## config.mk

```make
export PLATFORM = sky130hd
export DESIGN_NAME = distance2pwm_bank
export DESIGN_NICKNAME = d
export VERILOG_FILES = /design/src/rtl/distance_pwm_pkg.sv /design/src/rtl/pwm_channel.sv /design/src/rtl/distance2pwm_bank.sv
export SDC_FILE = /design/constraint.sdc
export NUM_CORES = 1
export LEC_CHECK = 0
export ABC_CLOCK_PERIOD_IN_PS = 2900
export CORE_MARGIN = 2
export CORE_UTILIZATION = 50
export DETAILED_ROUTE_END_ITERATION = 8
export PLACE_DENSITY = 0.72
export REMOVE_ABC_BUFFERS = 1
export SYNTH_ARGS = -nofsm -noshare
export SYNTH_HDL_FRONTEND = slang
export SYNTH_SLANG_ARGS = --single-unit
```

## constraint.sdc

```tcl
create_clock -name clk -period 2.9 [get_ports clk]
set_input_delay 0.87 -clock clk [delete_from_list [all_inputs] [get_ports clk]]
set_output_delay 0.87 -clock clk [all_outputs]
set_load 0.005 [all_outputs]
```

## src/rtl/distance_pwm_pkg.sv

```systemverilog
// Shared types and sizing helpers for the distance-to-PWM channel bank.
package distance_pwm_pkg;

  typedef enum logic [1:0] {
    DIRECT = 2'd0,
    INVERT = 2'd1,
    ALARM  = 2'd2,
    OFF    = 2'd3
  } mode_e;

  // Bits needed to hold 0..max_count inclusive (full-scale duty must fit).
  function automatic int unsigned cnt_width(input int unsigned max_count);
    return (max_count < 1) ? 1 : $clog2(max_count + 1);
  endfunction

  localparam int unsigned DEFAULT_CNT_W = cnt_width(3000);

endpackage

```

## src/rtl/pwm_channel.sv

```systemverilog
// One PWM channel: clamp/map distance to a duty, latch it at the period wrap,
// and compare against the shared period counter (or follow blink when alarmed).
module pwm_channel
  import distance_pwm_pkg::*;
#(
  parameter int unsigned WIDTH        = 13,
  parameter int unsigned MAX_COUNT    = 3000,
  parameter int unsigned ALARM_THRESH = 500,
  parameter int unsigned CW           = 12
) (
  input  logic             clk,
  input  logic             reset_n,
  input  logic             wrap,
  input  logic [CW-1:0]    cnt,
  input  logic             blink,
  input  logic [WIDTH-1:0] distance,
  input  logic [1:0]       mode,
  output logic             pwm_out,
  output logic             alarm
);

  localparam int unsigned   EW    = (WIDTH > CW) ? WIDTH : CW;
  localparam logic [EW-1:0] MAX_E = EW'(MAX_COUNT);
  localparam logic [CW-1:0] MAX_C = CW'(MAX_COUNT);

  logic [EW-1:0] dist_e;
  logic [CW-1:0] d_clamp;
  logic [CW-1:0] target;
  logic          hit;
  mode_e         mode_s;

  logic [CW-1:0] duty_q, duty_d;
  logic          alarm_q, alarm_d;
  logic          pwm_q, pwm_d;

  always_comb begin
    dist_e  = EW'(distance);
    d_clamp = (dist_e > MAX_E) ? MAX_C : CW'(dist_e);
    mode_s  = mode_e'(mode);
    target  = '0;
    hit     = 1'b0;
    case (mode_s)
      DIRECT: target = d_clamp;
      INVERT: target = MAX_C - d_clamp;
      ALARM: begin
        target = d_clamp;
        hit    = 32'(d_clamp) < ALARM_THRESH;
      end
      OFF:    target = '0;
      default: target = '0;
    endcase

    // Duty and alarm only move at the wrap so a period never mixes settings.
    duty_d  = wrap ? target : duty_q;
    alarm_d = wrap ? hit    : alarm_q;
    pwm_d   = alarm_q ? blink : (cnt < duty_q);
  end

  always_ff @(posedge clk or negedge reset_n) begin
    if (!reset_n) begin
      duty_q  <= '0;
      alarm_q <= 1'b0;
      pwm_q   <= 1'b0;
    end else begin
      duty_q  <= duty_d;
      alarm_q <= alarm_d;
      pwm_q   <= pwm_d;
    end
  end

  assign pwm_out = pwm_q;
  assign alarm   = alarm_q;

endmodule

```

## src/rtl/distance2pwm_bank.sv

```systemverilog
// Bank of distance-driven PWM channels sharing one period counter, blink
// generator and period tick.
module distance2pwm_bank
  import distance_pwm_pkg::*;
#(
  parameter int unsigned WIDTH         = 13,
  parameter int unsigned MAX_COUNT     = 3000,
  parameter int unsigned CHANNELS      = 4,
  parameter int unsigned ALARM_THRESH  = 500,
  parameter int unsigned BLINK_PERIODS = 8
) (
  input  logic                      clk,
  input  logic                      reset_n,
  input  logic                      enable,
  input  logic [CHANNELS*WIDTH-1:0] distance,
  input  logic [2*CHANNELS-1:0]     mode,
  output logic [CHANNELS-1:0]       pwm_out,
  output logic [CHANNELS-1:0]       alarm,
  output logic                      period_tick
);

  localparam int unsigned CW = cnt_width(MAX_COUNT);
  localparam int unsigned BW = cnt_width(BLINK_PERIODS);

  logic [CW-1:0] cnt_q, cnt_d;
  logic [BW-1:0] bcnt_q, bcnt_d;
  logic          blink_q, blink_d;
  logic          tick_q, tick_d;
  logic          wrap;

  always_comb begin
    wrap    = enable && (cnt_q == CW'(MAX_COUNT - 1));
    cnt_d   = cnt_q;
    bcnt_d  = bcnt_q;
    blink_d = blink_q;
    tick_d  = wrap;

    if (enable) begin
      cnt_d = wrap ? '0 : cnt_q + CW'(1);
    end

    if (wrap) begin
      if (bcnt_q == BW'(BLINK_PERIODS - 1)) begin
        bcnt_d  = '0;
        blink_d = ~blink_q;
      end else begin
        bcnt_d  = bcnt_q + BW'(1);
      end
    end
  end

  always_ff @(posedge clk or negedge reset_n) begin
    if (!reset_n) begin
      cnt_q   <= '0;
      bcnt_q  <= '0;
      blink_q <= 1'b0;
      tick_q  <= 1'b0;
    end else begin
      cnt_q   <= cnt_d;
      bcnt_q  <= bcnt_d;
      blink_q <= blink_d;
      tick_q  <= tick_d;
    end
  end

  assign period_tick = tick_q;

  for (genvar i = 0; i < CHANNELS; i++) begin : g_ch
    pwm_channel #(
      .WIDTH       (WIDTH),
      .MAX_COUNT   (MAX_COUNT),
      .ALARM_THRESH(ALARM_THRESH),
      .CW          (CW)
    ) u_ch (
      .clk     (clk),
      .reset_n (reset_n),
      .wrap    (wrap),
      .cnt     (cnt_q),
      .blink   (blink_q),
      .distance(distance[i*WIDTH +: WIDTH]),
      .mode    (mode[2*i +: 2]),
      .pwm_out (pwm_out[i]),
      .alarm   (alarm[i])
    );
  end

endmodule

```

# After elaboration in Yosys (flattened, before gate mapping)
# Index checks and enable logic that the tools add are counted.
# word_totals
ram_bits,0
inputBits,63
memories,0
rom_bits,0
regBits,74
output_inout_bits,9
latchBits,0
# classes
order_cmp,12
reduce_logical,10
mux,18
div_mod_pow,0
bitwise,1
n_mul,0
eq_ne,14
n_addsub,6
shifts,0
# ops
operator,count
12-bit one-hot mux with 3 select lines,4
12-bit 2-to-1 mux,5
13-bit by 12-bit > comparator with 1-bit output (second input constant),4
12-bit < comparator,4
12-bit by 9-bit < comparator with 1-bit output (second input constant),4
12-bit subtractor (first input constant),4
2-bit == test (second input constant),8
12-bit by 1-bit adder with 12-bit output (second input constant),1
12-bit == test (second input constant),1
2-bit by 1-bit == test with 1-bit output (second input constant),4
2-bit zero test,4
1-bit 2-to-1 mux,8
2-bit OR reduction,4
4-bit by 1-bit adder with 4-bit output (second input constant),1
4-bit by 3-bit == test with 1-bit output (second input constant),1
4-bit 2-to-1 mux,1
2-bit AND reduction,1
1-bit logical AND,1
1-bit NOT,1

# Longest topological paths before layout
# depth
depth_word,4
ltp_mapped,13
depth_no_buf,12

# By module
# Synthesis repeated with hierarchy kept, for this count alone.
# hier_totals
hier_cells,711
hier_area_um2,5923.2
# by_module_without_submodules
module,instances,cells_each,seq_area_each_um2,area_per_inst_um2
pwm_channel,4,158,350.3,1267.5
distance2pwm_bank,1,79,450.4,853.3

# Least setup slack after synthesis
# OpenSTA, ideal clock, no wires.
# synth_path
kind,input-to-reg
start,in distance[43]
end,reg g_ch[3].u_ch.duty_q[8]
setup_ns,0.083
required_ns,2.817
slack_ns,-0.377
path_stages,13
arrival_ns,3.194
cell_sequence,clkbuf_1 and4b_1 and4_1 nor3_2 inv_1 nand2_1 ha_1 or3b_2 o31a_1 nand2_1 a21oi_1 a221o_1 o21ai_0
# synth_between
elab_chain_len,4
# synth_lines
item,line,source
from (decl),distance2pwm_bank.sv:15,"input logic [CHANNELS*WIDTH-1:0] distance,"
13-bit by 12-bit > comparator with 1-bit output,pwm_channel.sv:38,d_clamp = (dist_e > MAX_E) ? MAX_C : CW'(dist_e);
12-bit 2-to-1 mux *,pwm_channel.sv:38,
12-bit subtractor,pwm_channel.sv:44,INVERT: target = MAX_C - d_clamp;
12-bit one-hot mux with 3 select lines *,pwm_channel.sv:42,case (mode_s)
to (signal assigned),pwm_channel.sv:65,duty_q <= duty_d;
to (decl),pwm_channel.sv:32,"logic [CW-1:0] duty_q, duty_d;"
# Every way passes the cells marked *; elsewhere a longest branch is shown, timed or not.
# A chain may end at the register's enable or synchronous reset.

# Final worst setup path
# layout_path
start,in distance[51]
end,reg g_ch[3].u_ch.duty_q[8]
# layout_between
elab_chain_len,4
# layout_lines
item,line
13-bit by 12-bit > comparator with 1-bit output *,pwm_channel.sv:38
12-bit 2-to-1 mux *,pwm_channel.sv:38
12-bit subtractor,pwm_channel.sv:44
12-bit one-hot mux with 3 select lines *,pwm_channel.sv:42
# Marked as above.

==> metrics.txt <==
sequential area share after synthesis=30.58%; maxcap violations=0; final worst path period need=2850 ps; CTS root buf=clkbuf_16; Pwr Density=389.5 nW/µm²; clock tree sinks=74; Setup crit end kind=flop; Max Slew Vio Count=0; Final Cycle Share=98.28%; total CTS buffers=9; Total Wirelength=18580 µm; HPWL Detailed=13330 µm; Critical Path Start Type=input pin; GRT Total Usage=28.46%; H-tree depth=3; clk_skew=7.148 ps; WHS Path Cells=2; largest net degree at the start of global routing=75; Synth-to-Final Area Change=43.15%; Starting Density=50.83%; first-pass GRT wire length=30130 µm; share of layout cells above drive strength 1=24.92%; Horiz. Die Dim=114.0 µm; DRC=0; io pins=72; Primary FF master, synth=dfrtp_1; synth unique cells=73; Util after Layout=72.76%; vias in the first global route=6512; CTS Buffer Depth=2; fin nets=1071; total global routing overflow=0; Die Y=114.0 µm; Pleak=0.004220 µW; routed length per placed instance=16.73 µm; DRT Pass-1 Iters=5; Fmax achieved=350.9 MHz; worst vdd ir=0.4137 mV; Critical Path AT=3100 ps; via count=6712; Yosys top cell by area=dfrtp_1; post-synthesis cell count=756; worst r2r path cells=9; top cell type's share of synthesized area=30.58%; Die ar.=13010 µm²; Final setup violation count=0; ANT nets after route=0; Clk Latency, worst-skew pair=330 ps; Rel. slew slack=47.50%; number of synthesized flops with an enable pin=0; synth warn=0; CTS tree=done; Tightest Pin Transition=781.4 ps; final hold violation count=0; kind of critical path=input pin to flop; ys async rst share=100.0%; main area contributors after synthesis=dfrtp_1, ha_1, o21ai_0, nor2_1, nand2_1; antenna diode count=0; outcome=completed; GP Congestion=0.9093; core footprint=11910 µm²; Power Total=3376 µW; commonest cells in the netlist=dfrtp_1, nor2_1, nand2_1; port bufs=71; Syn Area/Cell=8.009 µm²; Worst EP required=3150 ps; FF+latch count, synth=74; detailed-route vias per instance=6.047; Cell Area, Synth=6055 µm²; CP Max Fanout=3; Core Rows=40; Clk pin slew, worst setup/hold paths=60 ps; WHS=484.0 ps; Worst Hold Class=flop to flop; initial antenna violation count=0; 1st-iter DRT viols=628
worst max-delay path, cell delays in order:
cell and delay [ps]:
dlygate4sd2_1 250, and4b_1 300, and4_4 250, nor3_4 50
inv_1 90, nand2_2 70, ha_4 150, or3b_2 180
o31a_1 190, o21ai_0 110, a22o_1 190, a221o_1 340
o21ai_0 70
repair_timing:
action | 4_1_cts | 5_1_grt
gates resized for setup | 67 | 63
hold buffers | 0 | 0
pin swaps | 30 | 32
gates cloned | 0 | 0
endpoints found under the setup margin | 12 | 12
setup buffers | 10 | 9
worst paths after layout:
kind / to / slack [ps] / startpoint
worst max-delay path: g_ch[3].u_ch.duty_q[8]$_DFFE_PN0P_ / 50 / distance[51]
worst min-delay path: g_ch[3].u_ch.duty_q[4]$_DFFE_PN0P_ / 480 / g_ch[3].u_ch.duty_q[4]$_DFFE_PN0P_
worst max register to register: g_ch[0].u_ch.duty_q[7]$_DFFE_PN0P_ / 380 / cnt_q[0]$_DFFE_PN0P_
worst min register to register: g_ch[3].u_ch.duty_q[4]$_DFFE_PN0P_ / 480 / g_ch[3].u_ch.duty_q[4]$_DFFE_PN0P_
max in group asynchronous: cnt_q[0]$_DFFE_PN0P_ / 2020 / reset_n
min in group asynchronous: g_ch[0].u_ch.duty_q[8]$_DFFE_PN0P_ / 530 / reset_n
final cells by class:
| cell class | count | area (µm²) |
|---|---|---|
| multi-input combinational | 582 | 4114 |
| clock inverter | 4 | 50.05 |
| sequential | 74 | 1852 |
| inverter | 61 | 234.0 |
| clock buffer | 12 | 256.5 |
| timing repair buffer | 230 | 1977 |
| fill | 894 | 3244 |
| tap | 147 | 183.9 |
report_power, final:
part,internal [µW],leakage (µW),switching [µW]
sequential,1080,0.000872,86.1
combinational,521,0.00320,560
clock,711,0.000145,419
sequential cells by signal (all words and copies together), names as in the netlist:
| signal | cells |
|---|---|
| cnt_q | 12 |
| bcnt_q | 4 |
| g_ch.u_ch.pwm_out | 4 |
| g_ch.u_ch.alarm | 4 |
| g_ch.u_ch.duty_q | 48 |
| period_tick | 1 |
| blink_q | 1 |
per-layer routing:
layer,routed length (µm),global-route usage [%]
met1,7823,36.95
met2,9434,48.69
met3,1012,5.420
met4,303,7.805
met5,0,0
kinds of logic after synthesis:
kind of cell,count (synthesis),synth area share [%]
AO/OA/AOI/OAI,242,26.43
XOR/XNOR,16,2.315
adder cells (fa/ha/maj),50,10.33
buffers and inverters,100,6.882
flip-flops,74,30.58
multiplexers,9,1.529
AND/OR/NAND/NOR,265,21.93
cell usage in the layout, fill, tap and decap left out, drive strengths merged, types with 17 or more instances in the layout:
| cell | instances |
|---|---|
| buf | 161 |
| dlymetal6s2s | 26 |
| ha | 50 |
| nand3 | 17 |
| a21oi | 48 |
| nor3 | 26 |
| clkdlybuf4s50 | 24 |
| o21ai | 59 |
| nor2 | 74 |
| inv | 59 |
| dfrtp | 74 |
| o31ai | 19 |
| nand2 | 67 |
metrics by stage:
| stage | worst slack, ps | std cells | area [µm²] | TNS (ps) |
|---|---|---|---|---|
| after floorplan | -468.1 | 717 | 5867 | -5243 |
| after global placement | -595.7 | 1075 | 7823 | -7491 |
| after detailed placement | -756.1 | 1075 | 7823 | -9266 |
| after CTS | 3.169 | 1101 | 8358 | 0 |
| after global routing | -52.24 | 1110 | 8667 | -63.60 |
| final | 49.94 | 1110 | 8667 | 0 |
Note: power is estimated with default switching activity, not from simulation.
==> RTL edit: new RTL, config.mk and constraints unchanged <==
The output `period_tick` loses its register stage (`tick_q` becomes a continuous assignment).
--- a/src/rtl/distance2pwm_bank.sv
+++ b/src/rtl/distance2pwm_bank.sv
@@ -54,14 +54,14 @@
       cnt_q   <= '0;
       bcnt_q  <= '0;
       blink_q <= 1'b0;
-      tick_q  <= 1'b0;
     end else begin
       cnt_q   <= cnt_d;
       bcnt_q  <= bcnt_d;
       blink_q <= blink_d;
-      tick_q  <= tick_d;
     end
   end
+
+  assign tick_q = tick_d;
 
   assign period_tick = tick_q;
 
Behaviour: same outputs for any inputs over 10 cycles, from zero or initial values and one cycle with reset_n low; that may be too few to reach the edited logic, so the function may still have changed.
==> RTL edit against the unedited design <==
- global-route usage up 0.71 points
- design area up 1.0%
- power up 3.5%
- the run now ends with setup timing left
- synthesized area down 0.41%
- non-clock buffer count up 15
- wire length up 3.7%
- setup slack worse by 0.076 ns
- sequential cell count down 1
- critical path type unchanged
==> RTL edit: results (changes against the unedited design) <==
{
  "fill_cells": {"value": 899, "change": "+0.56%"},
  "violated_checks": {"value": "setup timing"},
  "report.final.setup_viol": {"value": 1, "change": "+1"},
  "gp_routability_congestion": {"value": 0.9017, "change": "-0.84%"},
  "hold_start": {"value": "bcnt_q[3]"},
  "drt_iter0_markers": {"value": 413, "change": "-34%"},
  "timing.slew.headroom": {"value": 51.61, "unit": "%", "change": "+4.1 points"},
  "timing.critical_path.slowest_stage_cell": {"value": "sky130_fd_sc_hd__clkdlybuf4s50_1"},
  "final_net_count": {"value": 1085, "change": "+1.3%"},
  "synth.top_cells.by_count": {"value": "sky130_fd_sc_hd__nor2_1 (74), sky130_fd_sc_hd__dfrtp_1 (73), sky130_fd_sc_hd__nand2_1 (67)"},
  "track_usage": {"value": 29.17, "unit": "%", "change": "+0.71 points"},
  "dominant_delay_contributor_by_cell_family_on_the_critical_path": {"value": "buffers and inverters"},
  "postPlaceCellArea": {"value": 7870, "unit": "sq um", "change": "+0.61%"},
  "cellLeakagePower": {"value": 4.315, "unit": "nW", "change": "+2.2%"},
  "arrival": {"value": 3.13, "unit": "ns", "change": "+0.03 ns"},
  "rr_startpoint": {"value": "cnt_q[1]"},
  "result_of_the_run": {"value": "finished with violations"},
  "synth_top_cells_by_area": {"value": "sky130_fd_sc_hd__dfrtp_1 (30%), sky130_fd_sc_hd__ha_1 (10%), sky130_fd_sc_hd__o21ai_0 (4.6%)"},
  "irDropWorstVdd": {"value": 0.3600, "unit": "mV", "change": "-13%"},
  "startpoint": {"value": "distance[17]"},
  "critical_path_peak_fanout": {"value": 5, "change": "+2"},
  "yosysSeqAreaShare": {"value": 30.30, "unit": "%", "change": "-0.29 points"},
  "global_route_wire_length_before_repair": {"value": 30.79, "unit": "mm", "change": "+2.2%"},
  "post-route-worst-setup-slack": {"value": -0.02592, "unit": "ns", "change": "-0.07585 ns"},
  "worst_path_largest_cell_delay": {"value": 0.43, "unit": "ns", "change": "+0.09 ns"},
  "fin_skew": {"value": 0.005424, "unit": "ns", "change": "-0.001725 ns"},
  "power.net_switching": {"value": 0.001088, "unit": "W", "change": "+2.1%"},
  "preCtsSetupSlack": {"value": -0.7096, "unit": "ns", "change": "+0.04650 ns"},
  "dpl.hpwl": {"value": 13.68, "unit": "mm", "change": "+2.6%"},
  "drive_gt1_share": {"value": 26.31, "unit": "%", "change": "+1.4 points"},
  "clkLatencyLatePin": {"value": 0.33, "unit": "ns", "change": "about the same"},
  "grt_max_degree": {"value": 74, "change": "-1.3%"},
  "clkSlewWorstSetupHoldPaths": {"value": 0.06, "unit": "ns", "change": "about the same"}
}
[RTL edit: cell types whose count changed after synthesis, sizes merged]
| cell | unedited run | this run |
|---|---|---|
| dfrtp | 74 | 73 |
[RTL edit: timing repair]
item,CTS,global route
endpoints found under the setup margin,13,15
endpoints found under the hold margin,0,0
buffers inserted,11,13
pin swaps,31,44
gates resized for setup,70,71
[RTL edit: through the flow]
stage / hold slack (ns) / cells / TNS (ns)
after floorplan: 0.4475 / 716 / -6.301
after global placement: 0.4601 / 1084 / -7.488
after detailed placement: 0.4727 / 1084 / -9.406
after CTS: 0.4803 / 1111 / 0
after global routing: 0.4959 / 1124 / -0.3063
final: 0.4799 / 1124 / -0.02592
[RTL edit: metal layers]
layer | GRT usage (%) | wire length (um) | share of wire [%] | vias up
met5 | 0 | 0 | 0 | -
met4 | 9.919 | 396 | 2.1 | 0
met3 | 4.357 | 982 | 5.1 | 46
met2 | 52.34 | 9764 | 51 | 245
met1 | 35.86 | 8120 | 42 | 3309
li1 | - | - | - | 3207
[RTL edit: power groups by stage]
stage	Clock (W)	Combinational, W	Sequential (W)
final	0.00119	0.00120	0.00110
after global routing	0.00125	0.00132	0.00110
after CTS	0.00121	0.00113	0.00109
after detailed placement	0	0.00108	0.00111
after global placement	0	0.00103	0.00110
after floorplan	0	0.000453	0.00116
[RTL edit: logic make-up (layout without fill, tap and decap cells)]
logic type | after synthesis | count (layout) | synth area share, %
flops | 73 | 73 | 30.30
compound gates | 242 | 242 | 26.54
mux | 9 | 9 | 1.536
fa+ha+maj | 50 | 50 | 10.38
xor+xnor | 16 | 16 | 2.324
simple gates | 265 | 265 | 22.02
buf+inv | 100 | 322 | 6.910
[RTL edit: path summary, 6_finish.rpt]
| kind | endpoint | slack [ns] | cells past startpoint |
|---|---|---|---|
| max in group asynchronous | g_ch[1].u_ch.duty_q[2] | 2.03 | 2 |
| worst min-delay path | bcnt_q[3] | 0.48 | 1 |
| min in group asynchronous | g_ch[0].u_ch.alarm | 0.54 | 2 |
| worst max register to register | g_ch[2].u_ch.duty_q[4] | 0.45 | 9 |
| worst min register to register | bcnt_q[3] | 0.48 | 1 |
| worst max-delay path | g_ch[1].u_ch.duty_q[6] | -0.03 | 12 |
[RTL edit: final cells by class]
type | instances | area share (%)
multi-input combinational | 582 | 46.88
timing repair buffer | 245 | 23.79
sequential | 73 | 20.86
clock buffer | 11 | 2.772
inverter | 61 | 2.686
tap | 147 | 2.101
clock inverter | 5 | 0.9003
